$ cat src/rtl/pic_frame_parser.sv
// pic_frame_parser: pops framed commands from the UART RX FIFO and turns them
// into a 9-bit LCD word stream (window -> CASET/RASET/RAMWR sequence, pixels
// -> data words). Frame: HEADER, TYPE, LEN_H, LEN_L, payload, CSUM.
module pic_frame_parser #(
  parameter logic [23:0] TIMEOUT = 24'd1_200_000,
  parameter logic [7:0]  HEADER  = 8'hA5
) (
  input  logic       clk,
  input  logic       rst_n,
  input  logic       init_done,
  input  logic [7:0] fifo_data,
  input  logic       fifo_empty,
  output logic       fifo_rd_en,
  input  logic       wr_done,
  output logic [8:0] pic_data,
  output logic       en_write,
  output logic       busy,
  output logic       frame_ok,
  output logic       frame_err,
  output logic [1:0] err_code
);

  typedef enum logic [3:0] {
    S_IDLE, S_TYPE, S_LEN_H, S_LEN_L, S_WIN_BUF, S_PIX, S_CSUM, S_WIN_EMIT, S_SKIP
  } state_t;

  state_t          state_q, state_d;
  logic            rd_en_q, rd_en_d;
  logic            byte_vld_q, byte_vld_d;   // fifo_data holds a fresh byte this cycle
  logic            wr_pend_q, wr_pend_d;     // word issued, waiting for wr_done
  logic            en_write_q, en_write_d;
  logic [8:0]      pic_data_q, pic_data_d;
  logic            frame_ok_q, frame_ok_d;
  logic            frame_err_q, frame_err_d;
  logic [1:0]      err_code_q, err_code_d;
  logic [7:0]      sum_q, sum_d;
  logic [16:0]     len_q, len_d;             // bytes remaining; 17 bits so SKIP can hold LEN+1
  logic            is_win_q, is_win_d;
  logic            bad_q, bad_d;
  logic [7:0][7:0] win_q, win_d;             // x0h,x0l,x1h,x1l,y0h,y0l,y1h,y1l at index 0..7
  logic [3:0]      widx_q, widx_d;
  logic [23:0]     tmo_q, tmo_d;

  logic        wr_ack, counting, want_byte;
  logic [16:0] lenw;

  // Window burst word i of the 11-word CASET/RASET/RAMWR sequence
  function automatic logic [8:0] win_word(input logic [3:0] i, input logic [7:0][7:0] w);
    logic [8:0] r;
    case (i)
      4'd0:    r = 9'h02A;
      4'd1:    r = {1'b1, w[0]};
      4'd2:    r = {1'b1, w[1]};
      4'd3:    r = {1'b1, w[2]};
      4'd4:    r = {1'b1, w[3]};
      4'd5:    r = 9'h02B;
      4'd6:    r = {1'b1, w[4]};
      4'd7:    r = {1'b1, w[5]};
      4'd8:    r = {1'b1, w[6]};
      4'd9:    r = {1'b1, w[7]};
      default: r = 9'h02C;
    endcase
    return r;
  endfunction

  // Next-state, datapath and handshake decisions
  always_comb begin
    state_d     = state_q;
    byte_vld_d  = rd_en_q;
    wr_pend_d   = wr_pend_q;
    en_write_d  = 1'b0;
    pic_data_d  = pic_data_q;
    frame_ok_d  = 1'b0;
    frame_err_d = 1'b0;
    err_code_d  = err_code_q;
    sum_d       = sum_q;
    len_d       = len_q;
    is_win_d    = is_win_q;
    bad_d       = bad_q;
    win_d       = win_q;
    widx_d      = widx_q;
    tmo_d       = tmo_q;
    rd_en_d     = 1'b0;

    // A wr_done coincident with en_write belongs to nothing we issued
    wr_ack = wr_done && wr_pend_q && !en_write_q;
    if (wr_ack) wr_pend_d = 1'b0;

    lenw = {1'b0, len_q[15:8], fifo_data};

    // Idle time is only charged while waiting on the FIFO, never on the LCD
    counting = (state_q != S_IDLE) && (state_q != S_WIN_EMIT) && !wr_pend_q && !byte_vld_q;
    if (byte_vld_q || wr_done || state_q == S_IDLE) tmo_d = '0;
    else if (counting)                             tmo_d = tmo_q + 24'd1;

    case (state_q)
      S_IDLE: if (byte_vld_q && fifo_data == HEADER) begin
        state_d = S_TYPE;
        sum_d   = '0;
      end
      S_TYPE: if (byte_vld_q) begin
        sum_d    = sum_q + fifo_data;
        is_win_d = (fifo_data == 8'h01);
        bad_d    = (fifo_data != 8'h01) && (fifo_data != 8'h02);
        state_d  = S_LEN_H;
      end
      S_LEN_H: if (byte_vld_q) begin
        sum_d   = sum_q + fifo_data;
        len_d   = {1'b0, fifo_data, 8'h00};
        state_d = S_LEN_L;
      end
      S_LEN_L: if (byte_vld_q) begin
        sum_d = sum_q + fifo_data;
        len_d = lenw;
        if (bad_q || (is_win_q && lenw != 17'd8)) begin
          len_d   = lenw + 17'd1;
          state_d = S_SKIP;
        end else if (is_win_q)     state_d = S_WIN_BUF;
        else if (lenw == 17'd0)    state_d = S_CSUM;
        else                       state_d = S_PIX;
      end
      S_WIN_BUF: if (byte_vld_q) begin
        win_d[3'(4'd8 - len_q[3:0])] = fifo_data;
        sum_d = sum_q + fifo_data;
        len_d = len_q - 17'd1;
        if (len_q == 17'd1) state_d = S_CSUM;
      end
      S_PIX: if (byte_vld_q) begin
        pic_data_d = {1'b1, fifo_data};
        en_write_d = 1'b1;
        wr_pend_d  = 1'b1;
        sum_d      = sum_q + fifo_data;
        len_d      = len_q - 17'd1;
        if (len_q == 17'd1) state_d = S_CSUM;
      end
      S_CSUM: if (byte_vld_q) begin
        if (fifo_data != sum_q) begin
          frame_err_d = 1'b1;
          err_code_d  = 2'd1;
          state_d     = S_IDLE;
        end else if (is_win_q) begin
          widx_d     = '0;
          pic_data_d = win_word(4'd0, win_q);
          en_write_d = 1'b1;
          wr_pend_d  = 1'b1;
          state_d    = S_WIN_EMIT;
        end else begin
          frame_ok_d = 1'b1;
          state_d    = S_IDLE;
        end
      end
      S_WIN_EMIT: if (wr_ack) begin
        if (widx_q == 4'd10) begin
          frame_ok_d = 1'b1;
          state_d    = S_IDLE;
        end else begin
          widx_d     = widx_q + 4'd1;
          pic_data_d = win_word(widx_q + 4'd1, win_q);
          en_write_d = 1'b1;
          wr_pend_d  = 1'b1;
        end
      end
      S_SKIP: if (byte_vld_q) begin
        len_d = len_q - 17'd1;
        if (len_q == 17'd1) begin
          frame_err_d = 1'b1;
          err_code_d  = 2'd2;
          state_d     = S_IDLE;
        end
      end
      default: state_d = S_IDLE;
    endcase

    // counting excludes byte cycles and WIN_EMIT, so this never collides with frame_ok
    if (counting && tmo_q == TIMEOUT - 24'd1) begin
      frame_err_d = 1'b1;
      err_code_d  = 2'd3;
      state_d     = S_IDLE;
    end

    // One read in flight; pixel pops wait for the previous word's wr_done
    want_byte = (state_d != S_WIN_EMIT) && !wr_pend_d;
    rd_en_d   = want_byte && !rd_en_q && init_done && !fifo_empty;
  end

  // State and output registers, synchronous active-low reset
  always_ff @(posedge clk) begin
    if (!rst_n) begin
      state_q     <= S_IDLE;
      rd_en_q     <= 1'b0;
      byte_vld_q  <= 1'b0;
      wr_pend_q   <= 1'b0;
      en_write_q  <= 1'b0;
      pic_data_q  <= '0;
      frame_ok_q  <= 1'b0;
      frame_err_q <= 1'b0;
      err_code_q  <= '0;
      sum_q       <= '0;
      len_q       <= '0;
      is_win_q    <= 1'b0;
      bad_q       <= 1'b0;
      win_q       <= '0;
      widx_q      <= '0;
      tmo_q       <= '0;
    end else begin
      state_q     <= state_d;
      rd_en_q     <= rd_en_d;
      byte_vld_q  <= byte_vld_d;
      wr_pend_q   <= wr_pend_d;
      en_write_q  <= en_write_d;
      pic_data_q  <= pic_data_d;
      frame_ok_q  <= frame_ok_d;
      frame_err_q <= frame_err_d;
      err_code_q  <= err_code_d;
      sum_q       <= sum_d;
      len_q       <= len_d;
      is_win_q    <= is_win_d;
      bad_q       <= bad_d;
      win_q       <= win_d;
      widx_q      <= widx_d;
      tmo_q       <= tmo_d;
    end
  end

  assign fifo_rd_en = rd_en_q;
  assign en_write   = en_write_q;
  assign pic_data   = pic_data_q;
  assign busy       = (state_q != S_IDLE);
  assign frame_ok   = frame_ok_q;
  assign frame_err  = frame_err_q;
  assign err_code   = err_code_q;

endmodule

$ cat config.mk
export PLATFORM = sky130hd
export DESIGN_NAME = pic_frame_parser
export DESIGN_NICKNAME = d
export VERILOG_FILES = /design/src/rtl/pic_frame_parser.sv
export SDC_FILE = /design/constraint.sdc
export NUM_CORES = 1
export LEC_CHECK = 0
export CAP_MARGIN = 5
export CELL_PAD_IN_SITES_DETAIL_PLACEMENT = 1
export CELL_PAD_IN_SITES_GLOBAL_PLACEMENT = 2
export CORE_ASPECT_RATIO = 0.8
export CORE_MARGIN = 2
export CORE_UTILIZATION = 38
export CTS_CLUSTER_SIZE = 40
export DETAILED_ROUTE_END_ITERATION = 16
export GPL_TIMING_DRIVEN = 0
export HOLD_SLACK_MARGIN = 0.06
export PLACE_DENSITY = 0.82
export SLEW_MARGIN = 5
export SYNTH_ARGS = -nofsm -noshare
export SYNTH_HDL_FRONTEND = slang
export SYNTH_SLANG_ARGS = --single-unit
$ cat constraint.sdc
create_clock -name clk -period 4.1 [get_ports clk]
set_input_delay 1.025 -clock clk [delete_from_list [all_inputs] [get_ports clk]]
set_output_delay 1.025 -clock clk [all_outputs]
set_load 0.005 [all_outputs]
==> results_dict.tcl, run 1 <==
set metrics [dict create \
    drc 0 \
    dp_hpwl_um 21100 \
    fin_crit_ns 3.827 \
    grt_overflow_total 0 \
    cts-root-buf "clkbuf_16" \
    hold_class "register to register" \
    final_antenna_net_count 0 \
    cp_max_fo 8 \
    synth_largest_type_area_fraction_pct 34.10 \
    yosys.area.top_type "dfxtp_1" \
    cts_buffers 17 \
    syn_area_sq_um 8219 \
    grt_first_pass_wirelength_um 46010 \
    clock-skew-final_ns 0.01309 \
    grt_start_max_net_pins 17 \
    num_antenna_cells 0 \
    critical_path.slowest_cell "clkdlybuf4s50_1" \
    die_area_sq_um 22830 \
    synthesis.instances 1002 \
    io_buffer_count 28 \
    vias 8047 \
    die_width_um 168.4 \
    cts_resized 0 \
    proportion_of_layout_cells_with_a_drive_suffix_above_1_pct 5.998 \
    drt-wirelength-per-cell_um 21.79 \
    drt_pass1_iterations 6 \
    setup_slack_ns 0.2733 \
    number_of_antenna_violations_at_the_first_check_in_global_routing 0 \
    placementRows 48 \
    synthTopCellsByArea "dfxtp_1, mux2i_1, nor2_1" \
    place_ws_ns -0.7255 \
    max_cap_violations 0 \
    detail_route.iter0.violations 702 \
    reg2reg_slack_ns 0.68 \
    ys_async_sr_fraction_pct 0 \
    cts.sinks 140 \
    clk_path_buf_depth 2 \
    die_height_um 135.5 \
    fmaxAchievable_mhz 261.3 \
    maxSlewHeadroom_pct 19.82 \
    yosysWarnings 0 \
    global_route.usage.total_pct 26.09 \
    synth_edf_count 0 \
    power.density_nw_per_um2 321.3 \
    totalWireLength_um 29240 \
    place_congestion 0.9068 \
    ys_seq_elements 140 \
    status "finished clean" \
    required_ns 4.46 \
    worstMarginPinSlew_ns 1.198 \
    pin_count 29 \
    insertion_delay_ns 0.44 \
    power.static_leakage_nw 3.407 \
    synth_seq_area_share_pct 34.10 \
    clkSlewWorstSetupHoldPaths_ns 0.07 \
    design.final.nets 1088 \
    core_region_area_sq_um 21380 \
    endpoint_kind "register" \
    start_util_pct 38.44 \
    synth_fp_nets 1036 \
    dominantRegCellSynth "dfxtp_1" \
    area_growth_syn_to_layout_pct 15.06 \
    grt_pass1_vias 7854 \
    final-hold-violation-count 0 \
    synth.avg_cell_area_sq_um 8.203 \
    critPathMaxStageDelay_ns 0.77 \
    crit_path_kind "input pin to register" \
    irDropWorstVdd_v 0.0002326 \
    cp-start-kind "input pin" \
    tritoncts_clock_tree "built" \
    timing.hold.ws_ns 0.4692 \
    htree_num_levels 4 \
    rsz0062_at_grt "false" \
    cp_cell_sequence "clkdlybuf4s50_1 > ha_1 > or4_4 > nor4_4 > buf_4 > a31oi_2 > nor3_1 > nand3_1 > a21oi_1" \
    yosys.cell_types.count 81 \
    post_detailed_route_via_to_cell_ratio 5.996 \
    setup_failing_eps_final 0 \
    timing.final.max_slew_violations 0 \
    worst-endpoint-arrival_ns 4.19 \
    fin_crit_sh_pct 93.33 \
]
-- cell type report --
type	count	area [sq um]
clock buffers	19	442.9
well taps	275	344.1
fillers	2579	11920
multi-input cells	775	5071
plain buffers	70	281.5
flip-flops and latches	140	2803
inverters	17	63.81
clock inverters	13	132.6
repair buffers	33	317.8
-- power breakdown --
group	leakage [nW]	internal [mW]	switching, mW
Sequential	1.13	1.36	0.00103
Combinational	2.00	0.0351	0.0854
Clock	0.281	0.868	0.689
-- state kept, by name, summed over array words and instances (netlist names) --
signal	cells
len_q	17
err_code	2
pic_data	9
wr_pend_q	1
fifo_rd_en	1
sum_q	8
tmo_q	24
byte_vld_q	1
win_q	64
widx_q	4
en_write	1
is_win_q	1
frame_err	1
state_q	4
frame_ok	1
bad_q	1
-- through the flow --
stage	setup TNS, ns	power, mW	std cells	cell area (sq um)	util (%)
finish	0	3.038	1342	9457	44.23
global route	0	3.121	1342	9457	44.23
CTS	0	3.062	1340	9442	44.16
detailed placement	-6.262	1.511	1305	8843	41.36
global placement	-6.166	1.510	1305	8843	41.36
floorplan	0	1.453	1002	8219	-
-- synth_stat cells, drive strengths merged, types with 3 or more instances --
library cell,n
a211oi,3
a21boi,3
a21o,3
a21oi,45
a221oi,8
a222oi,7
a22o,4
a22oi,22
a31oi,15
a32o,6
a32oi,3
a41oi,3
and2,10
and3,14
buf,6
clkbuf,64
dfxtp,140
ha,20
inv,17
mux2i,75
nand2,75
nand2b,12
nand3,41
nand3b,3
nand4,23
nand4b,7
nor2,144
nor2b,9
nor3,26
nor3b,6
nor4,14
nor4b,3
o211ai,8
o21ai,44
o21bai,4
o221ai,7
o22a,3
o22ai,4
o311a,3
or2,4
or3,11
or4,5
xnor2,24
xor2,16
-- metal layers --
layer / vias up / global-route usage (%) / part of all wire [%]
li1: 3787 / - / -
met1: 3991 / 39.73 / 51
met2: 244 / 39.00 / 42
met3: 25 / 3.389 / 5.8
met4: 0 / 5.939 / 1.1
met5: - / 0 / 0
-- cells by family (layout without fill, tap and decap cells) --
group                    after synthesis  after routing  share of synthesized area [%]
flip-flops                           140            140                          34.10
XOR/XNOR                              40             40                          4.262
multiplexers                          76             76                          9.271
AND/OR/NAND/NOR                      416            416                          25.71
AO/OA/AOI/OAI                        222            222                          19.17
adder cells (fa/ha/maj)               21             21                          3.288
buffers and inverters                 87            152                          4.201
-- critical path, delay by kind of cell --
kind                     cells  cell delay [ns]
AO/OA/AOI/OAI                2             0.33
AND/OR/NAND/NOR              4             1.53
adder cells (fa/ha/maj)      1             0.34
buffers and inverters        2             0.95
-- cells in the final DEF (no fill, tap or decap), types with 4 or more instances in the layout --
cell type,synthesis,routed
nand4_1,22,22
xnor2_1,24,24
o221ai_1,6,6
nor3_1,26,26
inv_1,17,17
o21bai_1,4,4
clkbuf_1,64,65
o22ai_1,4,4
nor2b_1,9,9
and2_1,9,9
a22o_1,4,4
mux2i_1,75,75
nand2_1,75,75
ha_1,20,20
buf_4,0,5
or3_1,11,11
o21ai_0,43,43
nor4_1,10,10
or2_2,4,4
clkbuf_16,0,17
a31oi_1,14,14
dfxtp_1,140,140
clkdlybuf4s50_1,0,28
nor2_1,144,144
nor3b_1,6,6
nand3_1,41,41
a21oi_1,44,44
nand4b_1,7,7
clkinv_4,0,4
and3_1,14,14
xor2_1,16,16
inv_6,0,5
a32o_1,6,6
a222oi_1,7,7
o211ai_1,8,8
a22oi_1,22,22
a221oi_1,8,8
nand2b_1,12,12
-- final timing paths --
check,to,cells after the start,from
worst max-delay path,widx_q[3],9,fifo_data[1]
worst min-delay path,pic_data[2],2,pic_data[2]
worst max register to register,pic_data[2],9,widx_q[1]
worst min register to register,pic_data[2],2,pic_data[2]
-- timing repair --
item / CTS / global route
gates cloned: 0 / 0
hold buffers: 0 / 0
pin swaps: 1 / 1
endpoints found under the setup margin: 8 / 3
setup buffers: 3 / 2
Note: power is estimated with default switching activity, not from simulation.
==> run 2, diff against run 1 <==
--- a/config.mk
+++ b/config.mk
@@ -16,6 +16,7 @@
 export GPL_TIMING_DRIVEN = 0
 export HOLD_SLACK_MARGIN = 0.06
 export PLACE_DENSITY = 0.82
+export RECOVER_POWER = 25
 export SLEW_MARGIN = 5
 export SYNTH_ARGS = -nofsm -noshare
 export SYNTH_HDL_FRONTEND = slang
==> run 2 against run 1 <==
  * Critical path depth unchanged
  * Via count down 0.61%
  * Power about the same
  * Global-route usage unchanged
  * Clock power about the same
  * Clock skew about the same
  * Non-clock buffer count unchanged
  * Worst setup slack worse by 0.020 ns
  * First-iteration DRC count down 2.8%
  * Design area unchanged
  * Wire length down 0.19%
  * Highest routed layer unchanged
==> results_dict.tcl, run 2 (synthesis gave the netlist of run 1 again) <==
set metrics [dict create \
    status "finished clean" \
    commonest_cells_after_routing_fill_and_taps_aside "nor2_1, dfxtp_1, nand2_1, mux2i_1, clkbuf_1" \
    power_mw 3.037 \
    nFillCells 2579 \
    multi_input_area_sq_um 5071 \
    critical_path.slowest_cell "clkdlybuf4s50_1" \
    hold_end "pic_data[2]" \
    largestRegisters "win_q (64), tmo_q (24), len_q (17)" \
    place_ws_ns -0.7255 \
    power.share.switching_pct 25.49 \
    final_antenna_net_count 0 \
    final-hold-violation-count 0 \
    reg2reg_slack_ns 0.64 \
    worstMarginPinSlew_ns 1.200 \
    cp_cell_sequence "clkdlybuf4s50_1 > ha_1 > or4_4 > nor4_4 > buf_4 > a31oi_2 > nor3_1 > nand3_1 > a21oi_1" \
    setup_slack_ns 0.2535 \
    global_route.usage.total_pct 26.09 \
    rsz0062_at_grt "false" \
    power.static_leakage_nw 3.460 \
    die_height_um 135.5 \
    place_congestion 0.9068 \
    clkSlewWorstSetupHoldPaths_ns 0.07 \
    cp-start-kind "input pin" \
    required_ns 4.46 \
    layout_commonest_cell "nor2_1" \
    worst-endpoint-arrival_ns 4.21 \
    insertion_delay_ns 0.43 \
    grt_start_max_net_pins 17 \
    grt_overflow_total 0 \
    total_switching_power_uw 773.9 \
    clk_path_buf_depth 2 \
    timing.final.max_slew_violations 0 \
    grt_first_pass_wirelength_um 46010 \
    largest_register_ffs 64 \
    die_area_sq_um 22830 \
    num_antenna_cells 0 \
    number_of_antenna_violations_at_the_first_check_in_global_routing 0 \
    fin_crit_sh_pct 93.82 \
    worst-r2r-cell-count 9 \
    cts_buffers 17 \
    post-route-cell-area_sq_um 9457 \
    combinationalPowerShare_pct 4.0 \
    post_dp_cell_area_sq_um 8843 \
    maxSlewHeadroom_pct 19.70 \
    met1_usage_pct 39.73 \
    drc 0 \
    proportion_of_layout_cells_with_a_drive_suffix_above_1_pct 5.998 \
    area_growth_syn_to_layout_pct 15.06 \
    irDropWorstVdd_v 0.0002310 \
    setup_failing_eps_final 0 \
    detail_route.iter0.violations 682 \
    clock-skew-final_ns 0.01273 \
    r2r_end "pic_data[2]" \
    global_route.usage.met2_pct 39.00 \
    cts-root-buf "clkbuf_16" \
    clock_power_share_pct 51.2 \
    seqPwrFrac_pct 44.8 \
    max_cap_violations 0 \
    io_buffer_count 28 \
    hold_class "register to register" \
    ff_latch_area_sq_um 2803 \
    p_int_mw 2.263 \
    hold_path.startpoint "pic_data[2]" \
    reg2reg_from "widx_q[1]" \
    post_detailed_route_via_to_cell_ratio 5.960 \
    core_region_area_sq_um 21380 \
    timing.hold.worst_path_depth 2 \
    htree_num_levels 4 \
    power.density_nw_per_um2 321.1 \
    fin_crit_ns 3.847 \
    most_used_routing_layer_in_global_routing "met1" \
    crit_path_kind "input pin to register" \
    critPathMaxStageDelay_ns 0.78 \
    pin_count 29 \
    drt_pass1_iterations 5 \
    cts.sinks 140 \
    drt-wirelength-per-cell_um 21.75 \
    design.final.nets 1088 \
    fmaxAchievable_mhz 260.0 \
    die_width_um 168.4 \
    vias 7998 \
    met3_usage_pct 3.389 \
    dp_hpwl_um 21100 \
    tritoncts_clock_tree "built" \
    endpoint_kind "register" \
    largest_register "win_q" \
    cp_max_fo 8 \
    grt_pass1_vias 7854 \
    start_util_pct 38.44 \
    placementRows 48 \
    totalWireLength_um 29190 \
]
run 2: worst max-delay path by stage:
stage                             end         start
after global routing        widx_q[2]  fifo_data[1]
after CTS                   widx_q[3]  fifo_data[1]
after global placement    pic_data[2]  fifo_data[1]
final                       widx_q[3]  fifo_data[1]
after detailed placement  pic_data[2]  fifo_data[1]
after floorplan           pic_data[5]  fifo_data[5]
run 2: cell type report:
| cell class | count | area share [%] |
|---|---|---|
| multi-input cells | 775 | 53.63 |
| flip-flops and latches | 140 | 29.64 |
| clock buffers | 19 | 4.684 |
| well taps | 275 | 3.639 |
| repair buffers | 33 | 3.361 |
| plain buffers | 70 | 2.977 |
| clock inverters | 13 | 1.402 |
| inverters | 17 | 0.6748 |
run 2: what timing repair did:
| action | in CTS | in global routing |
|---|---|---|
| endpoints found under the setup margin | 8 | 3 |
| hold buffers | 0 | 0 |
| pin swaps | 1 | 1 |
| buffers inserted | 3 | 2 |
| resized for setup | 0 | 0 |
run 2: per-stage QoR:
step	util (%)	hold slack [ns]	TNS, ns	std cells
floorplan	-	0.4516	0	1002
global placement	41.36	0.4603	-6.166	1305
detailed placement	41.36	0.4691	-6.262	1305
CTS	44.16	0.4793	0	1340
global route	44.23	0.5047	0	1342
finish	44.23	0.4661	0	1342
run 2: worst max-delay path: cells and delay by family:
family	cells	cell delay (ns)
compound gates	2	0.33
fa+ha+maj	1	0.35
buf+inv	2	0.96
simple gates	4	1.54
run 2: metal layers:
layer	up-vias	routed length, um	part of all wire [%]
met1	3985	15030	52
met3	22	1425	4.9
met2	200	12410	43
li1	3791	-	-
met5	-	0	0
met4	0	320	1.1
run 2: power groups by stage:
stage | Combinational, mW | Clock, mW | Sequential (mW)
global route | 0.129 | 1.63 | 1.36
CTS | 0.120 | 1.58 | 1.36
finish | 0.120 | 1.56 | 1.36
global placement | 0.118 | 0 | 1.39
detailed placement | 0.119 | 0 | 1.39
floorplan | 0.0615 | 0 | 1.39
==> run 3, diff against run 2 <==
--- a/config.mk
+++ b/config.mk
@@ -10,12 +10,12 @@
 export CELL_PAD_IN_SITES_GLOBAL_PLACEMENT = 2
 export CORE_ASPECT_RATIO = 0.8
 export CORE_MARGIN = 2
-export CORE_UTILIZATION = 38
+export CORE_UTILIZATION = 30
 export CTS_CLUSTER_SIZE = 40
 export DETAILED_ROUTE_END_ITERATION = 16
 export GPL_TIMING_DRIVEN = 0
 export HOLD_SLACK_MARGIN = 0.06
-export PLACE_DENSITY = 0.82
+export PLACE_DENSITY = 0.68
 export RECOVER_POWER = 25
 export SLEW_MARGIN = 5
 export SYNTH_ARGS = -nofsm -noshare
==> run 3 against run 2 <==
  * Power is 6.3% higher
  * Combinational power about the same
  * First-iteration DRC count fell by 11%
  * Clock skew shrank 0.0053 ns
  * Critical path depth stayed put
  * Wire length is 5.7% higher
  * Sequential power about the same
  * Design area up 1.9%
  * Clock power is 12% higher
  * Critical endpoint is now widx_q[2]
  * Largest cell class unchanged
  * Highest routed layer unchanged
==> results_dict.tcl, run 3 (synthesis gave the netlist of run 1 again) <==
set metrics [dict create \
    place_congestion 0.8040 \
    core_region_area_sq_um 27090 \
    endpoint_kind "register" \
    setup_slack_ns 0.2287 \
    cp_cell_sequence "clkdlybuf4s50_1 > ha_1 > or4_4 > nor4_4 > buf_4 > a31oi_2 > nor3_1 > nand4_1 > a21oi_1" \
    cp-start-kind "input pin" \
    fin_util_pct 35.57 \
    cts.sinks 140 \
    drc 0 \
    power.static_leakage_nw 3.488 \
    critical-path-top-delay-family "simple AND/OR/NAND/NOR gates" \
    num_antenna_cells 0 \
    met3_usage_pct 3.119 \
    largest_register "win_q" \
    maxSlewHeadroom_pct 12.65 \
    hold_class "register to register" \
    drt_pass1_iterations 7 \
    irDropWorstVdd_v 0.0003089 \
    detail_route.iter0.violations 609 \
    final-hold-violation-count 0 \
    totalWireLength_um 30850 \
    rsz0062_at_grt "false" \
    start_util_pct 30.34 \
    pin_count 29 \
    layout_commonest_cell "nor2_1" \
    clock-skew-final_ns 0.007436 \
    cts-root-buf "clkbuf_16" \
    critical_path.slowest_cell "clkdlybuf4s50_1" \
    place_ws_ns -0.8805 \
    insertion_delay_ns 0.43 \
    vias 7911 \
    commonest_cells_after_routing_fill_and_taps_aside "nor2_1, dfxtp_1, nand2_1, mux2i_1, clkbuf_1" \
    fin_crit_sh_pct 94.42 \
    reg2reg_from "widx_q[1]" \
    cp_max_fo 8 \
    crit_buf_inv 2 \
    global_route.usage.total_pct 21.89 \
    timing.hold.worst_path_depth 2 \
    die_area_sq_um 28740 \
    timing.final.max_slew_violations 0 \
    hold_path.startpoint "pic_data[2]" \
    number_of_antenna_violations_at_the_first_check_in_global_routing 0 \
    proportion_of_layout_cells_with_a_drive_suffix_above_1_pct 5.915 \
    cts_resized 0 \
    grt_start_max_net_pins 17 \
    met1_usage_pct 33.01 \
    post-route-cell-area_sq_um 9638 \
    placementRows 54 \
    worstMarginPinSlew_ns 1.305 \
    nFillCells 3250 \
    max_cap_violations 0 \
    hold_end "pic_data[2]" \
    post_dp_cell_area_sq_um 8955 \
    fmaxAchievable_mhz 258.3 \
    dp_hpwl_um 22440 \
    worst-r2r-cell-count 9 \
    worst-endpoint-arrival_ns 4.23 \
    htree_num_levels 4 \
    largestRegisters "win_q (64), tmo_q (24), len_q (17)" \
    clk_path_buf_depth 2 \
    global_route.usage.met2_pct 32.60 \
    r2r_end "pic_data[2]" \
    largest_register_ffs 64 \
    die_width_um 189.1 \
    most_used_routing_layer_in_global_routing "met1" \
    tritoncts_clock_tree "built" \
    grt_overflow_total 0 \
    drt-wirelength-per-cell_um 21.59 \
    clkSlewWorstSetupHoldPaths_ns 0.06 \
    reg2reg_slack_ns 0.59 \
    crit_path_kind "input pin to register" \
    post_detailed_route_via_to_cell_ratio 5.536 \
    final_antenna_net_count 0 \
    grt_pass1_vias 8054 \
    die_height_um 152.0 \
    design.final.nets 1088 \
    grt_first_pass_wirelength_um 48530 \
    area_growth_syn_to_layout_pct 17.26 \
    critPathMaxStageDelay_ns 0.78 \
    required_ns 4.46 \
    finish.cell_count_without_fillers 1429 \
    power.density_nw_per_um2 334.8 \
    place.detailed.instances 1394 \
    status "finished clean" \
    fin_crit_ns 3.871 \
    cts_buffers 17 \
    io_buffer_count 28 \
    setup_failing_eps_final 0 \
]
-- run 3: changes by cell type in the layout (fill, tap and decap cells not counted) --
| cell | previous run | this run |
|---|---|---|
| inv_8 | 1 | 0 |
| clkinvlp_4 | 1 | 2 |
| clkbuf_1 | 65 | 64 |
| inv_6 | 5 | 0 |
| bufinv_16 | 1 | 5 |
| clkbuf_8 | 1 | 2 |
| clkinv_2 | 1 | 2 |
| clkinv_4 | 4 | 2 |
| and2_1 | 8 | 7 |
| and2_0 | 1 | 2 |
-- run 3: worst max-delay path by stage --
stage	start	endpoint	slack, ns	cells past startpoint
floorplan	fifo_data[5]	pic_data[5]	0.93	8
global placement	fifo_data[1]	pic_data[2]	-0.82	8
detailed placement	fifo_data[1]	pic_data[2]	-0.88	8
CTS	fifo_data[1]	widx_q[2]	0.13	8
global route	fifo_data[1]	pic_data[7]	0.13	11
finish	fifo_data[1]	widx_q[2]	0.23	9
-- run 3: through the flow --
step           hold WS (ns)  setup TNS [ns]  power, mW
2_1_floorplan        0.4516               0      1.453
3_3_place_gp         0.4641          -7.007      1.513
3_5_place_dp         0.4686          -7.800      1.512
5_1_grt              0.5190               0      3.327
6_report             0.4753               0      3.227
4_1_cts              0.4827               0      3.272
-- run 3: worst reg2reg max path, cell delays in order (launching register included) --
cell	delay, ns
dfxtp_1	0.55
ha_1	0.22
clkbuf_1	0.28
clkbuf_1	0.51
clkbuf_1	0.47
o21ai_0	0.20
a22oi_1	0.18
nand4_1	0.11
o311ai_0	0.69
a21oi_1	0.16
-- run 3: layer usage --
metal	wire length (um)	part of all wire (%)
met1	16280	53
met2	12990	42
met3	1255	4.1
met4	325	1.1
met5	0	0
-- run 3: layout make-up --
type	count	area, sq um	area share [%]
Tap cell	364	455.4	4.725
Inverter	17	63.81	0.6621
Timing Repair Buffer	33	317.8	3.297
Multi-Input combinational cell	775	5071	52.62
Clock inverter	11	192.7	1.999
Buffer	70	281.5	2.921
Sequential cell	140	2803	29.08
Clock buffer	19	452.9	4.699
-- run 3: timing repair --
item / in CTS / in global routing
hold endpoints to repair: 0 / 0
hold buffers: 0 / 0
endpoints found under the setup margin: 10 / 7
pin swaps: 1 / 1
setup buffers: 2 / 3
-- run 3: power by group --
part	total [mW]	internal (mW)	switching, mW	leakage [nW]
clock network	1.75	1.10	0.641	0.311
registers	1.36	1.36	0.000965	1.13
logic	0.120	0.0347	0.0857	2.05
